--- config.mk ---
export PLATFORM = sky130hd
export DESIGN_NAME = mlp_neuron_seq
export DESIGN_NICKNAME = d
export VERILOG_FILES = /design/src/rtl/mlp_neuron_seq.sv
export SDC_FILE = /design/constraint.sdc
export NUM_CORES = 1
export LEC_CHECK = 0
export ABC_AREA = 1
export BUFFER_PORTS_ARGS = -buffer_cell sky130_fd_sc_hd__buf_2
export CELL_PAD_IN_SITES_DETAIL_PLACEMENT = 1
export CELL_PAD_IN_SITES_GLOBAL_PLACEMENT = 2
export CORE_MARGIN = 2
export CORE_UTILIZATION = 29
export DETAILED_ROUTE_END_ITERATION = 7
export PLACE_DENSITY = 0.88
export SYNTH_ARGS = -nofsm -noshare
export SYNTH_HDL_FRONTEND = slang
export SYNTH_SLANG_ARGS = --single-unit
--- constraint.sdc ---
create_clock -name clk -period 5.9 [get_ports clk]
set_input_delay 1.18 -clock clk [delete_from_list [all_inputs] [get_ports clk]]
set_output_delay 1.18 -clock clk [all_outputs]
set_load 0.01 [all_outputs]
--- src/rtl/mlp_neuron_seq.sv ---
// Sequencer for a 4b x 4b signed MAC + ReLU neuron: latches bias and term count, accumulates
// LEN streamed (input, weight) products, then holds the total on a valid/ready result port.
module mlp_neuron_seq #(
  parameter int unsigned ACC_W = 16,
  parameter int unsigned LEN_W = 8,
  parameter bit          SAT   = 1'b0
) (
  input  logic             clk,
  input  logic             rst,
  input  logic             start,
  input  logic [ACC_W-1:0] cfg_bias,
  input  logic [LEN_W-1:0] cfg_len,
  input  logic             in_valid,
  output logic             in_ready,
  input  logic [3:0]       in_i,
  input  logic [3:0]       in_w,
  output logic             out_valid,
  input  logic             out_ready,
  output logic [ACC_W-1:0] out_raw,
  output logic [ACC_W-1:0] out_relu,
  output logic             busy,
  output logic             ovf,
  output logic [1:0]       state_dbg
);

  // Handshakes: a transfer happens on a rising edge where valid and ready are both high.
  // in_ready and out_valid come from registered state only; valid is never withdrawn
  // by this block once raised, and the result is held until taken.
  typedef enum logic [1:0] {
    S_IDLE = 2'd0,
    S_ACC  = 2'd1,
    S_DONE = 2'd2
  } state_t;

  state_t           state, state_nxt;
  logic [ACC_W-1:0] acc;
  logic [LEN_W-1:0] len_q;
  logic [LEN_W-1:0] cnt;
  logic             beat;
  logic             last_beat;
  logic             accept_start;
  logic signed [7:0] prod;
  logic [ACC_W-1:0] prod_ext;
  logic [ACC_W-1:0] sum;
  logic             ovf_now;
  logic [ACC_W-1:0] sat_val;

  assign accept_start = (state == S_IDLE) && start;
  assign beat         = (state == S_ACC) && in_valid;
  assign last_beat    = beat && (cnt == (len_q - 1'b1));

  assign prod     = $signed(in_i) * $signed(in_w);
  assign prod_ext = {{(ACC_W-8){prod[7]}}, prod};
  assign sum      = acc + prod_ext;
  // Signed overflow: operands agree in sign but the sum does not.
  assign ovf_now  = (acc[ACC_W-1] == prod_ext[ACC_W-1]) && (sum[ACC_W-1] != acc[ACC_W-1]);
  assign sat_val  = acc[ACC_W-1] ? {1'b1, {(ACC_W-1){1'b0}}} : {1'b0, {(ACC_W-1){1'b1}}};

  // State register
  always_ff @(posedge clk) begin
    if (rst) begin
      state <= S_IDLE;
    end else begin
      state <= state_nxt;
    end
  end

  // Next-state logic
  always_comb begin
    state_nxt = state;
    case (state)
      S_IDLE: begin
        if (start) begin
          state_nxt = (cfg_len != '0) ? S_ACC : S_DONE;
        end
      end
      S_ACC: begin
        if (last_beat) begin
          state_nxt = S_DONE;
        end
      end
      S_DONE: begin
        if (out_ready) begin
          state_nxt = S_IDLE;
        end
      end
      default: state_nxt = S_IDLE;
    endcase
  end

  // Output decode
  always_comb begin
    in_ready  = 1'b0;
    out_valid = 1'b0;
    busy      = 1'b0;
    case (state)
      S_ACC: begin
        in_ready = 1'b1;
        busy     = 1'b1;
      end
      S_DONE: begin
        out_valid = 1'b1;
        busy      = 1'b1;
      end
      default: begin
        in_ready  = 1'b0;
        out_valid = 1'b0;
        busy      = 1'b0;
      end
    endcase
  end

  // Accumulator datapath
  always_ff @(posedge clk) begin
    if (rst) begin
      acc   <= '0;
      len_q <= '0;
      cnt   <= '0;
      ovf   <= 1'b0;
    end else if (accept_start) begin
      acc   <= cfg_bias;
      len_q <= cfg_len;
      cnt   <= '0;
      ovf   <= 1'b0;
    end else if (beat) begin
      cnt <= cnt + 1'b1;
      if (ovf_now) begin
        ovf <= 1'b1;
      end
      acc <= (SAT && ovf_now) ? sat_val : sum;
    end
  end

  assign out_raw   = acc;
  assign out_relu  = (!acc[ACC_W-1] && (acc != '0)) ? acc : '0;
  assign state_dbg = state;

endmodule

== Word level (Yosys, flattened, before mapping) ==
Cells that the tools add are included.

* Flip-flop bits (word level): 35
* Bits of input ports: 37
* Output and inout port bits: 38
* Logic and storage cells: 42

* $add $sub $neg: 3
* Multiply operators: 1
* Equality and inequality tests: 8
* Mux-type cells: 11
* Reductions and logical operators: 14

{| class="wikitable"
|+ Operators by type and width
! cell !! count
|-
| $mux 16 || 3
|-
| $add 16x16->16 || 1
|-
| $reduce_bool 16->1 || 1
|-
| $add 8x1->8 const B || 1
|-
| $eq 8x8->1 || 1
|-
| $mul 4x4->8 || 1
|-
| $mux 2 || 4
|-
| $reduce_bool 8->1 || 1
|-
| $sub 8x1->8 const B || 1
|-
| $ne 2x2->1 const B || 3
|-
| $pmux 2 s3 || 1
|-
| $logic_and 1x1->1 || 5
|-
| $reduce_or 2->1 || 2
|-
| $mux 1 || 3
|-
| $reduce_and 3->1 || 1
|-
| $eq 2x1->1 const B || 1
|-
| $eq 2x2->1 const B || 1
|-
| $logic_not 2->1 || 1
|-
| $reduce_and 2->1 || 1
|-
| $reduce_bool 2->1 || 1
|-
| $eq 1x1->1 || 1
|-
| $logic_not 1->1 || 1
|-
| $ne 1x1->1 || 1
|}

== Longest topological paths before layout ==
Gate-level depths: netlist (run 1).

* Depth after elaboration: 5
* Depth in mapped cells: 28
* Mapped depth without buffers: 28

== Worst setup path before layout (run 1) ==
Ideal clock, no wire load.

* Path type: input port to flip-flop
* Start: input port in_w[3]
* End: register acc[14] (netlist: out_raw[14])
* Library setup time: 132 ps
* Arrival time: 5376 ps
* Required time: 5768 ps
* Path slack: 392 ps
* Cell stages on the path: 25
* Buffers on the path: 0
* Cell sequence: inv_1 -> or2_2 -> fa_1 -> fa_1 -> fa_1 -> inv_1 -> ha_1 -> fa_1 -> nand3_1 -> nand3_1 -> nand2_1 -> nand2_1 -> nand2_1 -> nand2_1 -> ha_1 -> a21oi_1 -> nor2_1 -> nor2_1 -> nor2_1 -> nor2_1 -> nand2_1 -> nand2_1 -> nand3_1 -> nand2_1 -> a21oi_2

* Cells in the longest elaborated chain, start to end: 4

{| class="wikitable"
|+ Ends and longest elaborated chain
! item !! line !! RTL
|-
| start: declaration || 16 || <nowiki>input logic [3:0] in_w,</nowiki>
|-
| $mul 4x4->8 || 52 || <nowiki>assign prod = $signed(in_i) * $signed(in_w);</nowiki>
|-
| $add 16x16->16 || 54 || <nowiki>assign sum = acc + prod_ext;</nowiki>
|-
| $mux 16 || 125 || <nowiki>end else if (beat) begin</nowiki>
|-
| $mux 16 || 120 || <nowiki>end else if (accept_start) begin</nowiki>
|-
| end signal: assignment || 121 || <nowiki>acc <= cfg_bias;</nowiki>
|-
| end signal: assignment || 130 || <nowiki>acc <= (SAT && ovf_now) ? sat_val : sum;</nowiki>
|-
| end: declaration || 36 || <nowiki>logic [ACC_W-1:0] acc;</nowiki>
|}

No other way between the ends. The select of a mux whose other input is x is not followed.
A chain may end at the register's enable or synchronous reset.

== Final worst setup path (run 1) ==
* Start: input port in_i[0]
* End: register acc[15] (netlist: out_raw[15])

* Cells in the longest elaborated chain, start to end: 4

{| class="wikitable"
|+ Ends and longest elaborated chain
! item !! line !! RTL
|-
| start: declaration || 15 || <nowiki>input logic [3:0] in_i,</nowiki>
|-
| $mul 4x4->8 || 52 ||
|-
| $add 16x16->16 || 54 ||
|-
| $mux 16 || 125 ||
|-
| $mux 16 || 120 ||
|}

No other way between the ends. The select of a mux whose other input is x is not followed.

==> results.json, run 1 <==
{
  "chipHeight_um": 113,
  "hold_viol": 0,
  "power_uw": 2200,
  "fin_crit_ps": 5470,
  "gp_congestion": 0.789,
  "cp_max_fo": 6,
  "wirelength_um": 10500,
  "fill_cells": 1530,
  "worstSetupPathType": "in -> reg",
  "min_period_over_period_pct": 92.8,
  "async_flop_share_pct": 0,
  "slew_violations": 0,
  "cts_buffers": 5,
  "core_area_mm2": 0.0115,
  "cpLargestDelayFamily": "adder cells",
  "crit_top_cell": "nand2_1",
  "met2WireLength_um": 5120,
  "postSynthAreaPerCell_um2": 6.46,
  "drt_iter0_markers": 111,
  "fin_area_mm2": 0.00421,
  "grt_pass1_wl_um": 18000,
  "design.die.area_mm2": 0.0128,
  "power_frac_comb_pct": 67.7,
  "topRoutingLayerUsed": "met4",
  "rsz0062_at_grt": "false",
  "violations": "design-rule violations",
  "hold_path_class": "reg -> reg",
  "met1Wirelength_um": 4780,
  "syn-instance-count": 535,
  "hold_buffers": 0,
  "viasPerCell": 4.85,
  "post-dp-hpwl_um": 8620,
  "drcViolationCount": 7,
  "power_density_mw_per_mm2": 522,
  "antenna_found_initial": 0,
  "ys_seq_elements": 35,
  "ir_worst_vdd_mv": 0.313,
  "cp_data_arrival_time_ps": 5630,
  "dpl_cell_area_mm2": 0.00401,
  "cts_setup_buffers": 0,
  "cts_tree": "yes",
  "grt_overflow": 0,
  "clock.fmax_mhz": 183,
  "skew_ps": 9.22,
  "syn_nets": 614,
  "cpPeakStageDelay_ps": 520,
  "clock_power_share_pct": 14.3,
  "final_antenna_net_count": 0,
  "end_kind": "flip-flop",
  "cell_internal_pwr_uw": 1060,
  "synth_edf_count": 0,
  "ys.flop_type": "dfxtp_1",
  "cts_max_path_buffers": 2,
  "synth_top_cell_area_share_pct": 20.3,
  "antenna_cells": 0,
  "drt_first_pass_iters": 6,
  "synth.area.top_cells": "dfxtp_1 (20%), nand2_1 (14%), ha_1 (12%)",
  "grt_use_total_pct": 17.1,
  "seq_area_frac_synth_pct": 20.3,
  "pin_count": 75,
  "maxCapViolCount": 0,
  "ys_warn_count": 0,
  "critPathBufInv": 4,
  "cp_slowest_cell": "fa_1",
  "seq_area_um2": 701,
  "yosysUniqueCellTypes": 38,
  "setup_viol": 0,
  "wl_per_cell_um": 13.9,
  "synth_top_area_cell": "dfxtp_1",
  "power_switching_uw": 1140,
  "cts-resized-gates": 0,
  "cts.htree.levels": 2,
  "dp_slack_ps": -47.7,
  "cts-root-buf": "clkbuf_16",
  "fin_util_pct": 36.6,
  "cp.required_ps": 6050,
  "worst_pin_slew_ps": 983,
  "slew_headroom_pct": 34.2,
  "cts.reportedPaths.clkPinSlew_ps": 60,
  "p_leak_uw": 0.00228,
  "multiInputGateArea_mm2": 0.00241,
  "num_rows": 39,
  "insertion_delay_ps": 290,
  "swShare_pct": 51.9,
  "grt_max_degree": 36,
  "worst_setup_path_start_kind": "primary input",
  "num_vias": 3670,
  "synth.cell_area_mm2": 0.00346,
  "first_global_vias": 3816,
  "clock_sinks": 35,
  "status": "complete, but fails checks",
  "final_layout_size_suffix_gt1_share_pct": 19.9,
  "pwr-share-seq_pct": 18.0,
  "fin_ws_ps": 427,
  "io_buffer_count": 73,
  "initial_utilization_pct": 30.0,
  "die_w_um": 113,
  "area_growth_pct": 21.7,
  "dr_wl_met3_um": 511,
  "nets": 692
}
-- logic make-up (layout without fill, tap and decap cells) --
logic type,count (synthesis),count (layout),share of synthesized area (%)
simple gates,251,251,31.5
buf+inv,96,175,10.9
compound gates,94,94,15.8
fa+ha+maj,42,42,17.4
flops,35,35,20.3
xor+xnor,16,16,4.05
other cells,1,1,0.108
-- metal layers --
layer / track usage (%) / vias to the layer above
met5: 0 / -
met4: 3.41 / 0
met3: 2.68 / 14
met2: 30.9 / 74
met1: 21.5 / 1712
li1: - / 1870
-- final cells by class --
| cell class | instances | share of cell area, % |
|---|---|---|
| multi-input cells | 404 | 57.3 |
| inverters | 86 | 7.67 |
| flip-flops and latches | 35 | 16.6 |
| clock buffers | 5 | 2.97 |
| well taps | 143 | 4.25 |
| clock inverters | 3 | 1.10 |
| repair buffers | 81 | 10.1 |
-- worst paths after layout --
path                                    from           to  slack (ps)  depth (start not counted)
worst max-delay path                 in_i[0]  out_raw[15]         430                         25
worst min-delay path                     ovf          ovf         460                          2
worst max register to register  state_dbg[0]       cnt[6]        3330                          7
worst min register to register           ovf          ovf         460                          2
-- layout by cell type, fill, tap and decap left out, types with 2 or more instances in the layout --
master	count
nor2_1	51
a21o_1	2
ha_1	30
nor3_1	3
o21ai_1	3
nand3_2	2
a21oi_1	38
inv_1	82
nand3_1	38
buf_2	73
clkbuf_16	5
nand2_1	127
xor2_1	15
a31oi_1	5
and2_1	2
fa_1	9
nor3_2	2
o21ai_0	30
o21bai_1	7
nand4_1	8
dfxtp_1	35
nand2_2	8
or2_2	2
nor2_2	3
inv_2	4
buf_4	8
a21oi_2	5
-- through the flow --
| stage | instances | hold WS (ps) | TNS, ps |
|---|---|---|---|
| 6_report | 757 | 455 | 0 |
| 5_1_grt | 757 | 483 | 0 |
| 4_1_cts | 757 | 461 | 0 |
| 3_5_place_dp | 749 | 453 | -73.2 |
| 3_3_place_gp | 749 | 438 | 0 |
| 2_1_floorplan | 535 | 459 | 0 |
-- state kept, by name (all words and copies together), names as in the netlist --
register   flops
out_raw       16
cnt            8
len_q          8
state_dbg      2
ovf            1
-- cell usage after synthesis (2+ instances only) --
| library cell | number |
|---|---|
| nand2_1 | 128 |
| inv_1 | 82 |
| nor2_1 | 51 |
| a21oi_1 | 39 |
| nand3_1 | 39 |
| dfxtp_1 | 35 |
| ha_1 | 32 |
| o21ai_0 | 30 |
| xor2_1 | 15 |
| fa_1 | 10 |
| nand4_1 | 8 |
| nand2_2 | 7 |
| o21bai_1 | 7 |
| a31oi_1 | 5 |
| a21oi_2 | 4 |
| clkbuf_1 | 4 |
| inv_2 | 4 |
| buf_2 | 3 |
| buf_4 | 3 |
| nor2_2 | 3 |
| nor3_1 | 3 |
| o21ai_1 | 3 |
| a21o_1 | 2 |
| and2_1 | 2 |
| nor3_2 | 2 |
| or2_2 | 2 |
-- worst reg2reg max path, cell delays in order (launching register included) --
cell and delay (ps):
dfxtp_1 400, inv_1 90, ha_1 250, nand2_2 520, inv_1 540, nor2_1 400, o21ai_0 160, a21oi_1 140
-- power groups by stage --
stage          clock network, uW  registers, uW  logic [uW]
6_report                     314            396        1490
5_1_grt                      332            409        1690
4_1_cts                      319            396        1490
3_5_place_dp                   0            400        1480
3_3_place_gp                   0            397        1430
2_1_floorplan                  0            401        1020
Note: power is estimated with default switching activity, not from simulation.
==> inputs of run 2 (changes only) <==
--- a/config.mk
+++ b/config.mk
@@ -10,9 +10,10 @@
 export CELL_PAD_IN_SITES_DETAIL_PLACEMENT = 1
 export CELL_PAD_IN_SITES_GLOBAL_PLACEMENT = 2
 export CORE_MARGIN = 2
-export CORE_UTILIZATION = 29
+export CORE_UTILIZATION = 30
+export CTS_BUF_LIST = sky130_fd_sc_hd__clkbuf_4 sky130_fd_sc_hd__clkbuf_8
 export DETAILED_ROUTE_END_ITERATION = 7
-export PLACE_DENSITY = 0.88
+export PLACE_DENSITY = 0.9
 export SYNTH_ARGS = -nofsm -noshare
 export SYNTH_HDL_FRONTEND = slang
 export SYNTH_SLANG_ARGS = --single-unit
==> run 2 against run 1 <==
Against the previous run:
- the flow now finishes without violations
- clock power shrank 44%
- worst setup slack worse by 26 ps
- die area fell by 3.2%
- utilization grew 0.25 points
- critical path type unchanged
- largest power group unchanged
==> results.json, run 2 (synthesis results as in run 1) <==
{
  "status": "finished, final reports clean",
  "clock.fmax_mhz": 182,
  "grt_overflow": 0,
  "dp_cells": 750,
  "design.die.area_mm2": 0.0124,
  "worstRegToRegCells": 7,
  "maxCapViolCount": 0,
  "wl_per_cell_um": 13.8,
  "cell_internal_pwr_uw": 957,
  "area_growth_pct": 20.5,
  "stdcell_count": 758,
  "insertion_delay_ps": 290,
  "clock_power_share_pct": 8.5,
  "worst_setup_path_start_kind": "primary input",
  "initial_utilization_pct": 30.5,
  "grt_max_degree": 36,
  "cts_tree": "yes",
  "holdPathStages": 2,
  "drcViolationCount": 0,
  "num_vias": 3720,
  "core_area_mm2": 0.0113,
  "power_density_mw_per_mm2": 499,
  "min_to": "ovf",
  "fin_ws_ps": 401,
  "end_kind": "flip-flop",
  "power_switching_uw": 1120,
  "final_cell_mix": "nand2_1 (126), inv_1 (82), buf_2 (73), nor2_1 (51)",
  "antenna_found_initial": 0,
  "fill_cells": 1525,
  "multiInputGateArea_mm2": 0.00245,
  "setup_viol": 0,
  "largest_reg_flops": 16,
  "ir_worst_vdd_mv": 0.226,
  "drt_first_pass_iters": 4,
  "cts_max_path_buffers": 2,
  "gp_congestion": 0.791,
  "pwr-share-seq_pct": 19.2,
  "dp_slack_ps": -91.6,
  "grt_pass1_wl_um": 17500,
  "nets": 693,
  "hold_viol": 0,
  "rsz0062_at_grt": "false",
  "post-dp-hpwl_um": 8620,
  "io_buffer_count": 73,
  "cp_max_fo": 4,
  "cts.htree.levels": 2,
  "wirelength_um": 10400,
  "grt_use_total_pct": 16.8,
  "num_rows": 39,
  "power_uw": 2080,
  "worstSetupPathType": "in -> reg",
  "cts_buffers": 5,
  "swShare_pct": 54.0,
  "pin_count": 75,
  "cts.reportedPaths.clkPinSlew_ps": 80,
  "hold_path_class": "reg -> reg",
  "first_global_vias": 3752,
  "antenna_cells": 0,
  "rrSetupSlack_ps": 3360,
  "cp_data_arrival_time_ps": 5660,
  "r2r-start": "state_dbg[0]",
  "skew_ps": 10.5,
  "worst_pin_slew_ps": 951,
  "crit-reg2reg-capture": "cnt[0]",
  "cp.required_ps": 6060,
  "slew_violations": 0,
  "power_frac_comb_pct": 72.3,
  "fin_crit_ps": 5500,
  "hold_start": "ovf",
  "p_leak_uw": 0.00225,
  "slew_headroom_pct": 36.4,
  "hold_buffers": 0,
  "final_layout_size_suffix_gt1_share_pct": 20.5,
  "die_w_um": 111,
  "min_period_over_period_pct": 93.2,
  "final_antenna_net_count": 0,
  "cts-root-buf": "clkbuf_8",
  "final_common_cell": "nand2_1",
  "drt_iter0_markers": 90,
  "seq_area_um2": 701,
  "worst_hold_slack_ps": 462,
  "viasPerCell": 4.91,
  "clock_sinks": 35,
  "chipHeight_um": 111
}
[run 2: worst max-delay path, stage by stage]
cell	delay (ps)
buf_2	110
or2_2	300
fa_1	560
fa_1	450
fa_1	530
inv_1	50
ha_1	230
fa_2	360
nand3_2	100
nand3_1	90
nand2_1	70
nand2_1	70
nand2_1	80
nand2_1	110
ha_1	380
a21oi_1	250
nor2_1	70
nor2_1	170
nor2_1	60
nor2_1	120
nand2_1	70
nand2_1	50
nand3_1	60
nand2_1	100
a21oi_2	50
[run 2: power by group through the flow]
stage | Sequential (uW) | Combinational, uW | Clock, uW
2_1_floorplan | 401 | 1020 | 0
3_3_place_gp | 396 | 1420 | 0
3_5_place_dp | 399 | 1470 | 0
4_1_cts | 395 | 1470 | 185
5_1_grt | 413 | 1690 | 194
6_report | 398 | 1500 | 177
[run 2: repair_timing]
item / CTS / global route
buffers inserted: 0 / 0
endpoints found under the setup margin: 0 / 5
gates resized for setup: 0 / 10
[run 2: cell type report]
type / instances / share of cell area (%)
multi-input combinational: 404 / 58.8
sequential: 35 / 16.8
timing repair buffer: 82 / 10.4
inverter: 86 / 7.75
tap: 143 / 4.29
clock buffer: 5 / 1.65
clock inverter: 3 / 0.360
[run 2: per-layer routing]
metal,GRT usage [%],vias to the layer above,part of all wire [%]
li1,-,1870,-
met1,21.9,1782,47
met2,30.4,64,49
met3,2.45,4,3.7
met4,2.30,0,0.52
met5,0,-,0
[run 2: metrics by stage]
stage                     util (%)  area, um^2  TNS [ps]
after global placement        35.5        4020         0
after detailed placement      35.5        4020      -177
after global routing          36.8        4170         0
after CTS                     36.2        4100         0
final                         36.8        4170         0
after floorplan                  -        3460         0
[run 2: worst max path at each step]
stage / start / endpoint / slack (ps) / depth (start not counted)
3_5_place_dp: in_i[0] / out_raw[15] / -90 / 26
6_report: in_i[0] / out_raw[14] / 400 / 25
5_1_grt: in_i[0] / out_raw[15] / 6 / 26
3_3_place_gp: in_i[0] / out_raw[15] / 90 / 26
4_1_cts: in_i[0] / out_raw[15] / 210 / 26
2_1_floorplan: in_w[3] / out_raw[14] / 390 / 25
